**src/rtl/perf_snap_master.sv**
```systemverilog
// Wishbone block-copy initiator: moves count 32-bit words from src_base to dst_base, one read/write pair per word.
// Optional bus watchdog is compiled in when PERF_SNAP_TIMEOUT_EN is defined.
module perf_snap_master #(
  parameter int unsigned CNT_W          = 8,
  parameter int unsigned TIMEOUT_CYCLES = 256
) (
  input  logic             clk,
  input  logic             rst_n,
  input  logic             start,
  input  logic [31:0]      src_base,
  input  logic [31:0]      dst_base,
  input  logic [CNT_W-1:0] count,
  output logic             busy,
  output logic             done,
  output logic             error,
  output logic             wb_cyc_o,
  output logic             wb_stb_o,
  output logic             wb_we_o,
  output logic [31:0]      wb_adr_o,
  output logic [3:0]       wb_sel_o,
  output logic [31:0]      wb_dat_o,
  input  logic [31:0]      wb_dat_i,
  input  logic             wb_ack_i,
  input  logic             wb_err_i,
  input  logic             wb_rty_i
);

  localparam int unsigned AW = 32;

  // Word offsets are formed as {idx, 2'b00} inside a 32-bit address.
  if (CNT_W < 1 || CNT_W > 30 || TIMEOUT_CYCLES < 1) begin : g_param_check
    $error("perf_snap_master: illegal CNT_W or TIMEOUT_CYCLES");
  end

  typedef enum logic [2:0] {
    S_IDLE, S_RD, S_RGAP, S_WR, S_WGAP, S_RRTY, S_WRTY, S_FIN
  } state_t;

  state_t           state_q, state_d;
  logic [AW-1:0]    src_q, src_d, dst_q, dst_d, adr_d, dat_d;
  logic [CNT_W-1:0] cnt_q, cnt_d, idx_q, idx_d, idx_inc;
  logic             cyc_d, stb_d, we_d, busy_d, done_d, error_d;
  logic             timeout, resp_err, resp_rty, resp_ack;

  assign wb_sel_o = 4'hF;
  assign idx_inc  = idx_q + CNT_W'(1);

  // Response decode with err (or watchdog) > rty > ack.
  assign resp_err = wb_stb_o & (wb_err_i | timeout);
  assign resp_rty = wb_stb_o & ~resp_err & wb_rty_i;
  assign resp_ack = wb_stb_o & ~resp_err & ~wb_rty_i & wb_ack_i;

`ifdef PERF_SNAP_TIMEOUT_EN
  localparam int unsigned WD_W = $clog2(TIMEOUT_CYCLES + 1);

  logic [WD_W-1:0] wd_q;
  logic            stall;

  assign stall   = wb_stb_o & ~wb_ack_i & ~wb_err_i & ~wb_rty_i;
  assign timeout = stall & (wd_q == WD_W'(TIMEOUT_CYCLES - 1));

  // Counts consecutive unanswered strobe cycles; any gap or response restarts it.
  always_ff @(posedge clk or negedge rst_n) begin
    if (!rst_n) begin
      wd_q <= '0;
    end else if (stall && !timeout) begin
      wd_q <= wd_q + WD_W'(1);
    end else begin
      wd_q <= '0;
    end
  end
`else
  assign timeout = 1'b0;
`endif

  // Next-state and registered-output values.
  always_comb begin
    state_d = state_q;
    src_d   = src_q;
    dst_d   = dst_q;
    cnt_d   = cnt_q;
    idx_d   = idx_q;
    dat_d   = wb_dat_o;
    error_d = error;

    case (state_q)
      S_IDLE: begin
        if (start) begin
          src_d   = src_base;
          dst_d   = dst_base;
          cnt_d   = count;
          idx_d   = '0;
          error_d = 1'b0;
          state_d = (count == '0) ? S_FIN : S_RD;
        end
      end
      S_RD: begin
        if (resp_err) begin
          error_d = 1'b1;
          state_d = S_FIN;
        end else if (resp_rty) begin
          state_d = S_RRTY;
        end else if (resp_ack) begin
          dat_d   = wb_dat_i;
          state_d = S_RGAP;
        end
      end
      S_WR: begin
        if (resp_err) begin
          error_d = 1'b1;
          state_d = S_FIN;
        end else if (resp_rty) begin
          state_d = S_WRTY;
        end else if (resp_ack) begin
          idx_d   = idx_inc;
          state_d = (idx_inc == cnt_q) ? S_FIN : S_WGAP;
        end
      end
      S_RGAP:  state_d = S_WR;
      S_WGAP:  state_d = S_RD;
      S_RRTY:  state_d = S_RD;
      S_WRTY:  state_d = S_WR;
      S_FIN:   state_d = S_IDLE;
      default: state_d = S_IDLE;
    endcase

    cyc_d  = state_d inside {S_RD, S_RGAP, S_WR, S_WGAP, S_RRTY, S_WRTY};
    stb_d  = state_d inside {S_RD, S_WR};
    we_d   = (state_d == S_WR);
    busy_d = cyc_d;
    done_d = (state_d == S_FIN);

    // Address is only reloaded for a strobed state, so it holds through gaps.
    adr_d = wb_adr_o;
    if (state_d == S_RD) begin
      adr_d = src_d + AW'({idx_d, 2'b00});
    end else if (state_d == S_WR) begin
      adr_d = dst_d + AW'({idx_d, 2'b00});
    end
  end

  always_ff @(posedge clk or negedge rst_n) begin
    if (!rst_n) begin
      state_q  <= S_IDLE;
      src_q    <= '0;
      dst_q    <= '0;
      cnt_q    <= '0;
      idx_q    <= '0;
      wb_dat_o <= '0;
      wb_adr_o <= '0;
      wb_cyc_o <= 1'b0;
      wb_stb_o <= 1'b0;
      wb_we_o  <= 1'b0;
      busy     <= 1'b0;
      done     <= 1'b0;
      error    <= 1'b0;
    end else begin
      state_q  <= state_d;
      src_q    <= src_d;
      dst_q    <= dst_d;
      cnt_q    <= cnt_d;
      idx_q    <= idx_d;
      wb_dat_o <= dat_d;
      wb_adr_o <= adr_d;
      wb_cyc_o <= cyc_d;
      wb_stb_o <= stb_d;
      wb_we_o  <= we_d;
      busy     <= busy_d;
      done     <= done_d;
      error    <= error_d;
    end
  end

endmodule

```
**config.mk**
```make
export PLATFORM = sky130hd
export DESIGN_NAME = perf_snap_master
export DESIGN_NICKNAME = d
export VERILOG_FILES = /design/src/rtl/perf_snap_master.sv
export SDC_FILE = /design/constraint.sdc
export NUM_CORES = 1
export LEC_CHECK = 0
export ABC_AREA = 1
export BUFFER_PORTS_ARGS = -buffer_cell sky130_fd_sc_hd__buf_2
export CAP_MARGIN = 25
export CORE_MARGIN = 2
export CORE_UTILIZATION = 55
export CTS_CLUSTER_DIAMETER = 30
export DETAILED_ROUTE_END_ITERATION = 8
export PLACE_DENSITY = 0.85
export SYNTH_ARGS = -nofsm -noshare
export SYNTH_HDL_FRONTEND = slang
export SYNTH_SLANG_ARGS = --single-unit
```
**constraint.sdc**
```tcl
create_clock -name clk -period 6.3 [get_ports clk]
set_clock_uncertainty 0.1 [all_clocks]
set_input_delay 0.63 -clock clk [delete_from_list [all_inputs] [get_ports clk]]
set_output_delay 0.63 -clock clk [all_outputs]
set_load 0.02 [all_outputs]
```
[Word-level counts from Yosys, hierarchy flattened]
Index checks and enable logic that the tools add are counted.
Word-level totals
  bits in registers: 152
  word-level logic and storage cells: 75
  output and inout bits: 74
Operators by class
  add/sub/neg operators: 3
  multiplexer cells: 24
  reductions and logical operators: 11
  equality and inequality tests: 17
  bitwise operators: 8
Operators with widths (number)
  $mux 32: 6
  $add 32x10->32: 2
  $mux 8: 4
  $eq 3x3->1 const B: 8
  $mux 3: 8
  $pmux 3 s6: 1
  $pmux 8 s2: 1
  $eq 3x2->1 const B: 4
  $add 8x1->8 const B: 1
  $eq 8x8->1: 1
  $logic_not 8->1: 1
  $eq 3x1->1 const B: 2
  $reduce_bool 6->1: 1
  $reduce_or 2->1: 3
  $and 1x1->1: 5
  $reduce_and 4->1: 1
  $reduce_bool 2->1: 2
  $logic_not 3->1: 1
  $not 1->1: 3
  $reduce_and 3->1: 1
  $mux 1: 2
  $mux 2: 1
  $ne 2x1->1 const B: 1
  $ne 2x2->1 const B: 1
  2 further kinds: 2

[Logic depth before layout (Yosys ltp)]
Gate-level depths: netlist of run 1.
  depth after elaboration: 12
  depth in mapped cells: 38

[Worst setup path before layout of run 1]
Ideal clock, no wire load.
  path type: flip-flop to flip-flop
  start: register state_q[0]
  end: register wb_adr_o[18]
  library setup time: 0.130 ns
  data arrival time: 4.054 ns
  cell stages (with the launch flop): 25
  path buffers: 4
  path slack: 2.016 ns
  data required time: 6.070 ns
  cells stage by stage: dfrtp_1 -> nor3_1 -> inv_1 -> nor2_2 -> clkbuf_1 -> buf_2 -> clkbuf_1 -> clkbuf_1 -> nand2_1 -> and2_1 -> o21ai_0 -> ha_1 -> fa_1 -> a21oi_1 -> o21bai_1 -> a21oi_1 -> inv_1 -> a21oi_1 -> o21ai_0 -> nand3_1 -> nor2_2 -> nand2_2 -> nor2_4 -> xor2_1 -> o21ai_1
On the way
  word-level cells in the longest chain between the ends: 6
  elaborated cells between the ends (all ways): 28
  classes of those cells: 2 x add/sub; 9 x eq/ne; 13 x mux; 4 x reduce/logical
RTL lines
  from (decl): RTL line 39  | state_t state_q, state_d;
  from (signal assigned): RTL line 158  | state_q <= state_d;
  parallel branches: the longest is 6 deep, another holds $add 32x10->32
  to (signal assigned): RTL line 164  | wb_adr_o <= adr_d;
  to (decl): RTL line 19  | output logic [31:0] wb_adr_o,
Several ways; the timed one is not identified. The select of a mux whose other input is x is not followed.
A chain may end at the register's enable or synchronous reset.

[Worst setup path in the final report of run 1]
  start: register idx_q[0]
  end: register wb_adr_o[24]
On the way
  word-level cells in the longest chain between the ends: 9
  elaborated cells between the ends (all ways): 19
  classes of those cells: 3 x add/sub; 3 x eq/ne; 12 x mux; 1 x reduce/logical
RTL lines
  from (decl): RTL line 41  | logic [CNT_W-1:0] cnt_q, cnt_d, idx_q, idx_d, idx_inc;
  from (signal assigned): RTL line 162  | idx_q <= idx_d;
  parallel branches: the longest is 9 deep, another holds $add 32x10->32
Several ways; the timed one is not identified. The select of a mux whose other input is x is not followed.

==> run summary, run 1 <==
status: finished clean
PostCTS Resize Cnt: 0
CTS Sinks: 152
utilization after layout: 0.678
number of CTS-inserted buffers: 17
fillers: 1134
slowest cell on the critical path: o21ai_0
largest net degree at the start of global routing: 81
worst ir drop on vdd: 0.000242 V
Clock Latency Late Sink: 0.42 ns
routed vias/inst: 5.22
Antenna diodes: 0
Multi-input gate area: 0.00344 sq mm
cell mode on critical path: nand2_1
power share of the sequential group: 0.294
post-place setup slack: 0.826 ns
die width: 123 um
async set-or-reset flop fraction in the synthesized netlist: 1.00
hold crit path type: in -> async
row count: 43
Routed WL per cell: 14.9 um
core area: 0.0139 sq mm
vias in the first global route: 6440
post-synthesis cell area: 0.00781 sq mm
Internal Pwr Total: 2.96 mW
GRT Residual Overflow: 0
crit share post-route: 0.850
placed cell areas: 0.00880 sq mm
Sum Neg Setup Slack: 0 ns
initial antenna violation count: 0
Area growth, synth to finish: 20.5%
CP arrival: 5.57 ns
minimum clock period: 5.36 ns
H-tree levels: 4
final WL: 19.3 mm
GR Util All Layers: 0.267
Initial Util: 0.563
Worst Setup Slack, final: 0.942 ns
Die Span Y: 123 um
PD cells: 587 mW/mm^2
slew at the pin with the worst max-slew slack: 0.814 ns
Nets: 1220
post-CTS setup buffer count: 0
TritonCTS clock tree: done
Post-synth EDFFs: 0
clock buffer depth: 2
RSZ-0062 raised after global routing: false
num ports: 184
CP startpoint kind: flip-flop
drt drc: 0
critical path required time: 6.51 ns
final hold viol count: 0
switching power: 2.56 mW
global-route wire length before repair: 31.2 mm
crit end category: flip-flop
r2r setup slk: 0.94 ns
Port Buffers: 179
Primary FF master, synth: dfrtp_1
Critical Path End: wb_adr_o[24]
Slew Viols, Final: 0
design area: 0.00941 sq mm
switching part of the total power: 0.464
Clock Power Share: 0.180
fmax: 187 MHz
Post-Synthesis Cells: 929
critical setup path kind: reg -> reg
worst hold margin: 0.121 ns
Yosys cell types: 41
Register Area: 0.00380 sq mm
Slew HR: 0.456
sequential share of the synthesized area: 0.487
Critical Path Source: idx_q[0]
share of cells above drive strength 1: 0.306
worst-path fanout max: 50
First-pass DRT Iterations: 5
Clock transition at path regs: 0.06 ns
crit-path max cell delay: 0.55 ns
Initial DRC Count: 548
Mean Syn Cell Area: 8.41 sq um
ANT nets after route: 0
reg2reg end: wb_adr_o[24]
Vias: 6745
origin of the critical flop-to-flop path: idx_q[0]
Leak Pwr: 4.95 nW
Final GP Congestion: 0.931
hold buffers post-CTS: 0
Yosys reg bits: 152
R2R depth: 27
max-cap violations: 0
DPL Wire Length: 14.0 mm
final number of setup-violating endpoints: 0
Clock Root Buffer: clkbuf_16
combinational group share of total power: 0.526
Syn. warnings: 0
die area: 0.0152 sq mm
==> power groups by stage <==
stage                     clock network, mW  logic, mW  registers [mW]
after floorplan                           0       1.91            1.84
after global placement                    0       2.80            1.62
after detailed placement                  0       2.85            1.64
after CTS                              1.01       2.88            1.63
after global routing                   1.06       3.23            1.67
final                                 0.995       2.90            1.63
==> worst min path at each step <==
stage | cells past startpoint | slack [ns] | end
2_1_floorplan | 0 | 0.23 | cnt_q[0]
3_3_place_gp | 2 | 0.35 | error
3_5_place_dp | 2 | 0.36 | wb_adr_o[0]
4_1_cts | 1 | 0.15 | dst_q[0]
5_1_grt | 1 | 0.18 | dst_q[1]
6_report | 1 | 0.12 | dst_q[1]
==> synthesized netlist by cell type, drive strengths merged, types with 2 or more instances <==
| cell | count | share of area |
|---|---|---|
| ha | 9 | 0.014 |
| xor2 | 8 | 0.0090 |
| clkbuf | 18 | 0.0086 |
| or2 | 33 | 0.026 |
| and2 | 8 | 0.0064 |
| nor2 | 57 | 0.040 |
| dfrtp | 152 | 0.49 |
| o22ai | 2 | 0.0016 |
| nand4 | 25 | 0.022 |
| nand2 | 296 | 0.15 |
| mux2 | 32 | 0.046 |
| buf | 19 | 0.016 |
| nand3b | 2 | 0.0019 |
| mux2i | 5 | 0.0064 |
| nand3 | 48 | 0.034 |
| xnor2 | 5 | 0.0056 |
| a21oi | 11 | 0.0070 |
| inv | 104 | 0.050 |
| o21ai | 86 | 0.056 |
==> kinds of logic after synthesis <==
| kind of cell | after synthesis | share of synthesized area |
|---|---|---|
| multiplexers | 37 | 0.0525 |
| buffers and inverters | 141 | 0.0750 |
| XOR/XNOR | 13 | 0.0146 |
| flip-flops | 152 | 0.487 |
| adder cells (fa/ha/maj) | 10 | 0.0170 |
| AND/OR/NAND/NOR | 472 | 0.284 |
| other | 1 | 0.000480 |
| AO/OA/AOI/OAI | 103 | 0.0694 |
==> critical path: cells and delay by family, from the launching register on <==
| kind | cells | cell delay [ns] |
|---|---|---|
| fa+ha+maj | 2 | 0.54 |
| flops | 1 | 0.46 |
| compound gates | 7 | 1.40 |
| simple gates | 17 | 2.69 |
| buf+inv | 1 | 0.06 |
==> final cells by class <==
type                    instances  share of cell area
well taps                     180              0.0239
multi-input cells             639               0.365
inverters                     104              0.0415
clock inverters                13              0.0156
clock buffers                  19              0.0460
repair buffers                186               0.104
flip-flops and latches        152               0.404
==> per-stage QoR <==
stage,power (mW),std cells
after global placement,4.41,1260
after detailed placement,4.49,1260
final,5.52,1293
after CTS,5.52,1292
after global routing,5.96,1293
after floorplan,3.76,932
==> metal layers <==
| layer | routed length, um | track usage | up-vias | part of all wire |
|---|---|---|---|---|
| li1 | - | - | 3285 | - |
| met1 | 8310 | 0.355 | 3144 | 0.43 |
| met2 | 9120 | 0.427 | 267 | 0.47 |
| met3 | 1310 | 0.0544 | 49 | 0.068 |
| met4 | 546 | 0.114 | 0 | 0.028 |
| met5 | 0 | 0 | - | 0 |
==> flip-flops by register name, summed over array words and instances, names as in the netlist <==
signal / count
wb_cyc_o: 1
wb_we_o: 1
src_q: 32
done: 1
error: 1
cnt_q: 8
idx_q: 8
state_q: 3
wb_dat_o: 32
wb_adr_o: 32
dst_q: 32
wb_stb_o: 1
==> cell usage in the layout (no fill, tap or decap), drive strengths merged, types with 2 or more instances in the layout <==
master and count:
nand2 296, buf 186, dfrtp 152, inv 106
o21ai 86, nor2 57, nand3 48, or2 33
mux2 32, nand4 25, clkbuf 19, a21oi 11
ha 9, and2 8, xor2 8, mux2i 5
xnor2 5, clkinvlp 5, conb 4, clkinv 4
nand3b 2, o22ai 2, bufinv 2
Power figures use the tool's default switching activity.
==> run 2: changes to the inputs <==
--- a/config.mk
+++ b/config.mk
@@ -9,10 +9,11 @@
 export BUFFER_PORTS_ARGS = -buffer_cell sky130_fd_sc_hd__buf_2
 export CAP_MARGIN = 25
 export CORE_MARGIN = 2
-export CORE_UTILIZATION = 55
+export CORE_UTILIZATION = 40
 export CTS_CLUSTER_DIAMETER = 30
 export DETAILED_ROUTE_END_ITERATION = 8
-export PLACE_DENSITY = 0.85
+export GPL_ROUTABILITY_DRIVEN = 0
+export PLACE_DENSITY = 0.66
 export SYNTH_ARGS = -nofsm -noshare
 export SYNTH_HDL_FRONTEND = slang
 export SYNTH_SLANG_ARGS = --single-unit
==> run summary, run 2 (synthesis gave the netlist of run 1 again) <==
clock buffer depth: 2 (unchanged)
Initial DRC Count: 447 (-18%)
ANT nets after route: 0 (unchanged)
CTS Sinks: 152 (unchanged)
R2R depth: 27 (unchanged)
cell mode on critical path: nand2_1
Sum Neg Setup Slack: 0 ns (unchanged)
GRT Residual Overflow: 0 (unchanged)
number of CTS-inserted buffers: 17 (unchanged)
metal3 WL: 1.10 mm (-16%)
Port Buffers: 179 (unchanged)
most frequent cells in the layout: nand2_1 (272), buf_2 (178), dfrtp_1 (152), inv_1 (97), o21ai_0 (75)
utilization after layout: 0.493 (-0.185)
post-CTS setup buffer count: 0 (unchanged)
PD cells: 583 mW/mm^2 (-0.63%)
DPL Wire Length: 15.0 mm (+7.6%)
Slew Viols, Final: 0 (unchanged)
routed vias/inst: 4.75 (-9.0%)
global-route wire length before repair: 32.0 mm (+2.7%)
Area growth, synth to finish: 22.0%
worst ir drop on vdd: 0.000268 V (+11%)
num ports: 184 (unchanged)
hold buffers post-CTS: 0 (unchanged)
met1 wire length: 9.52 mm (+15%)
GR Util All Layers: 0.200 (-0.0666)
vias in the first global route: 6188 (-3.9%)
max-cap violations: 0 (unchanged)
commonest non-fill, non-tap cell in the layout: nand2_1
CP arrival: 5.10 ns (-0.47 ns)
Nets: 1222 (+0.16%)
Routed WL per cell: 14.7 um (-1.7%)
reg2reg end: wb_adr_o[26]
Clock Root Buffer: clkbuf_16
share of cells above drive strength 1: 0.309 (+0.00304)
TritonCTS clock tree: done
row count: 51 (+19%)
Initial Util: 0.404 (-0.159)
crit-path max cell delay: 0.48 ns (-0.07 ns)
worst-path fanout max: 20 (-60%)
CP startpoint kind: flip-flop
final hold viol count: 0 (unchanged)
die width: 144 um (+17%)
crit end category: flip-flop
critical setup path kind: reg -> reg
fmax: 205 MHz (+9.9%)
Leak Pwr: 4.98 nW (+0.48%)
PostCTS Resize Cnt: 0 (unchanged)
final WL: 20.3 mm (+5.0%)
First-pass DRT Iterations: 6 (+1)
core area: 0.0193 sq mm (+39%)
highest metal used: met4
initial antenna violation count: 1 (+1)
slew at the pin with the worst max-slew slack: 0.840 ns (+0.0258 ns)
drt drc: 0 (unchanged)
Slew HR: 0.440 (-0.0159)
origin of the critical flop-to-flop path: idx_q[0]
Vias: 6558 (-2.8%)
Clock Latency Late Sink: 0.43 ns (about the same)
critical path required time: 6.52 ns (about the same)
Clock transition at path regs: 0.07 ns (about the same)
r2r setup slk: 1.42 ns (+0.48 ns)
status: finished clean
post-place setup slack: 1.36 ns (+0.536 ns)
crit share post-route: 0.774 (-0.0763)
minimum clock period: 4.88 ns (-0.481 ns)
H-tree levels: 4 (unchanged)
die area: 0.0207 sq mm (+36%)
Worst Setup Slack, final: 1.42 ns (+0.481 ns)
largest net degree at the start of global routing: 92 (+14%)
hold crit path type: in -> async
slowest cell on the critical path: dfrtp_1
final number of setup-violating endpoints: 0 (unchanged)
Die Span Y: 144 um (+17%)
RSZ-0062 raised after global routing: false
WL met2: 9.40 mm (+3.1%)
-- run 2: cell count changes in the layout (fill, tap and decap cells not counted), sizes merged --
cell / change
buf: +2
clkinvlp: -3
diode: +1
inv: +5
clkbuf: -2
-- run 2: through the flow --
stage | hold WS (ns) | total power, mW | cell area (sq um) | std cells
after global routing | 0.254 | 6.03 | 9520 | 1380
final | 0.191 | 5.56 | 9530 | 1381
after detailed placement | 0.354 | 4.54 | 8930 | 1348
after floorplan | 0.234 | 3.76 | 7820 | 932
after CTS | 0.216 | 5.60 | 9520 | 1380
after global placement | 0.353 | 4.49 | 8930 | 1348
-- run 2: worst max-delay path, delay by kind of cell (launching register included) --
kind,cells,cell delay [ns]
and+or+nand+nor,17,2.36
DFF,1,0.48
adders and majority gates,2,0.53
AOI/OAI and AO/OA,7,1.24
buffers and inverters,1,0.06
-- run 2: worst max-delay path by stage --
stage | slack [ns] | start | to | cells past startpoint
finish | 1.42 | idx_q[0] | wb_adr_o[26] | 27
detailed placement | 1.36 | wb_err_i | wb_adr_o[18] | 23
floorplan | 2.02 | state_q[0] | wb_adr_o[18] | 24
global route | 0.89 | idx_q[0] | wb_adr_o[21] | 30
CTS | 1.50 | idx_q[0] | wb_adr_o[18] | 26
global placement | 1.60 | wb_err_i | wb_adr_o[24] | 25
-- run 2: final cells by class --
type	count	area, sq um
fill	1903	9810
sequential	152	3800
multi-input combinational	639	3440
timing repair buffer	188	970
clock buffer	17	425
inverter	104	390
tap	265	332
clock inverter	15	165
antenna	1	2.50
-- run 2: routing by layer --
metal,up-vias,GRT usage
li1,3295,-
met1,3055,0.275
met2,192,0.320
met3,16,0.0483
met4,0,0.0501
met5,-,0
-- run 2: report_power, final --
part	internal [mW]	total, mW	switching, mW	leakage [nW]
logic	0.952	2.91	1.96	2.82
registers	1.43	1.62	0.188	1.87
clock network	0.593	1.03	0.439	0.289
==> run 3: changes to the inputs <==
==> constraint.sdc (replaced) <==
create_clock -name clk -period 4.72 [get_ports clk]
set_clock_uncertainty 0.1 [all_clocks]
set_input_delay 0.472 -clock clk [delete_from_list [all_inputs] [get_ports clk]]
set_output_delay 0.472 -clock clk [all_outputs]
set_load 0.02 [all_outputs]
==> run summary, run 3 (synthesis gave the netlist of run 1 again) <==
hold crit path type: in -> reg
Routed WL per cell: 14.4 um (-1.7%)
share of cells above drive strength 1: 0.319 (+0.00909)
number of CTS-inserted buffers: 17 (unchanged)
CP Buf/Inv Count: 3 (+2)
Sum Neg Setup Slack: 0 ns (unchanged)
reg2reg end: wb_adr_o[27]
GRT Residual Overflow: 0 (unchanged)
Area growth, synth to finish: 23.1%
H-tree levels: 4 (unchanged)
utilization after layout: 0.497 (+0.00446)
die area: 0.0207 sq mm (unchanged)
combinational group share of total power: 0.527 (+0.004)
initial antenna violation count: 0 (-1)
Slew HR: 0.476 (+0.0361)
power share of the sequential group: 0.291 (about the same)
worst ir drop on vdd: 0.000303 V (+13%)
placed cell areas: 0.00899 sq mm (+0.67%)
Slew Viols, Final: 0 (unchanged)
crit-path max cell delay: 0.45 ns (-0.03 ns)
final WL: 20.0 mm (-1.1%)
switching power: 3.44 mW (+33%)
Clock Root Buffer: clkbuf_16
First-pass DRT Iterations: 5 (-1)
crit end category: flip-flop
max-cap violations: 0 (unchanged)
Tot Pwr: 7.43 mW (+34%)
Initial DRC Count: 360 (-19%)
switching part of the total power: 0.463 (-0.00187)
die width: 144 um (unchanged)
Die Span Y: 144 um (unchanged)
origin of the critical flop-to-flop path: idx_q[0]
vias in the first global route: 6315 (+2.1%)
fillers: 1892 (-0.58%)
num ports: 184 (unchanged)
R2R depth: 36 (+33%)
PD cells: 772 mW/mm^2 (+32%)
status: finished clean
critical setup path kind: reg -> reg
ANT nets after route: 0 (unchanged)
Worst Hold Endpoint: cnt_q[6]
Port Buffers: 179 (unchanged)
Clock Power Share: 0.182 (-0.004)
CP startpoint kind: flip-flop
DPL Wire Length: 15.0 mm (-0.60%)
Leak Pwr: 5.01 nW (+0.75%)
Clock transition at path regs: 0.06 ns (about the same)
final number of setup-violating endpoints: 0 (unchanged)
global-route wire length before repair: 31.7 mm (-1.1%)
CTS Sinks: 152 (unchanged)
Nets: 1231 (+0.74%)
RSZ-0062 raised after global routing: true
WHS Path Cells: 3
GR Util All Layers: 0.197 (-0.00322)
routed vias/inst: 4.76 (+0.14%)
slowest cell on the critical path: dfrtp_2
clock buffer depth: 2 (unchanged)
cell family with most CP delay: simple AND/OR/NAND/NOR gates
fmax: 235 MHz (+15%)
hold path start: count[6]
critical path required time: 4.93 ns (-1.59 ns)
TritonCTS clock tree: done
Clock Latency Late Sink: 0.43 ns (about the same)
final hold viol count: 0 (unchanged)
CP arrival: 4.46 ns (-0.64 ns)
r2r setup slk: 0.47 ns (-0.96 ns)
design area: 0.00961 sq mm (+0.91%)
drt drc: 0 (unchanged)
Internal Pwr Total: 3.99 mW (+34%)
row count: 51 (unchanged)
cell mode on critical path: nand2_1
largest net degree at the start of global routing: 72 (-22%)
Initial Util: 0.404 (unchanged)
crit share post-route: 0.901 (+0.127)
Vias: 6605 (+0.72%)
Antenna diodes: 0 (-1)
slew at the pin with the worst max-slew slack: 0.785 ns (-0.0550 ns)
most frequent cells in the layout: nand2_1 (272), buf_2 (178), dfrtp_1 (151), inv_1 (97), o21ai_0 (72)
minimum clock period: 4.25 ns (-0.625 ns)
commonest non-fill, non-tap cell in the layout: nand2_1
worst-path fanout max: 13 (-35%)
core area: 0.0193 sq mm (unchanged)
-- run 3: cell count changes in the layout (fill, tap and decap cells not counted), sizes merged --
cell,before,now
diode,1,0
buf,188,196
clkbuf,17,19
dlygate4sd3,0,1
bufinv,2,1
clkinv,4,3
-- run 3: worst min-delay path: cells and delay by family --
| family | cells | cell delay, ns |
|---|---|---|
| buffers and inverters | 1 | 0.09 |
| and+or+nand+nor | 2 | 0.10 |
-- run 3: per-layer routing --
| layer | routed length, um | GRT usage | vias to the layer above |
|---|---|---|---|
| met5 | 0 | 0 | - |
| met3 | 1090 | 0.0520 | 20 |
| met1 | 9230 | 0.266 | 3090 |
| met4 | 278 | 0.0521 | 0 |
| met2 | 9440 | 0.317 | 172 |
| li1 | - | - | 3323 |
-- run 3: power groups by stage --
stage	combinational (mW)	sequential, mW	clock (mW)
after global routing	4.41	2.22	1.44
after global placement	3.84	2.17	0
after floorplan	2.55	2.46	0
after CTS	3.92	2.16	1.39
final	3.91	2.16	1.35
after detailed placement	3.90	2.18	0
-- run 3: how the worst max path moves through the flow --
stage,startpoint,endpoint,slack (ns),cells after the start
2_1_floorplan,state_q[0],wb_adr_o[18],0.44,24
3_3_place_gp,idx_q[0],wb_adr_o[27],0.44,34
3_5_place_dp,idx_q[0],wb_adr_o[17],0.32,30
4_1_cts,idx_q[0],wb_adr_o[17],0.30,30
5_1_grt,idx_q[0],wb_adr_o[27],-0.07,35
6_report,idx_q[0],wb_adr_o[27],0.47,36
-- run 3: what timing repair did --
action                                 in CTS  in global routing
setup endpoints to repair                   0                 20
buffers inserted                            0                  0
hold buffers                                1                  0
endpoints found under the hold margin      61                  0
gates resized for setup                     0                  9
-- run 3: area by class of cell --
cell class / count / area (sq um) / area share
repair buffers: 197 / 1040 / 0.108
clock inverters: 13 / 134 / 0.0139
clock buffers: 19 / 453 / 0.0471
multi-input cells: 639 / 3460 / 0.360
inverters: 104 / 390 / 0.0406
well taps: 265 / 332 / 0.0345
flip-flops and latches: 152 / 3800 / 0.396
-- run 3: per-stage QoR --
stage,worst slack [ns],cells,hold WS (ns)
detailed placement,0.321,1356,0.359
global placement,0.442,1356,0.353
CTS,0.296,1389,0.151
global route,-0.0705,1389,0.155
floorplan,0.436,932,0.0764
finish,0.468,1389,0.169
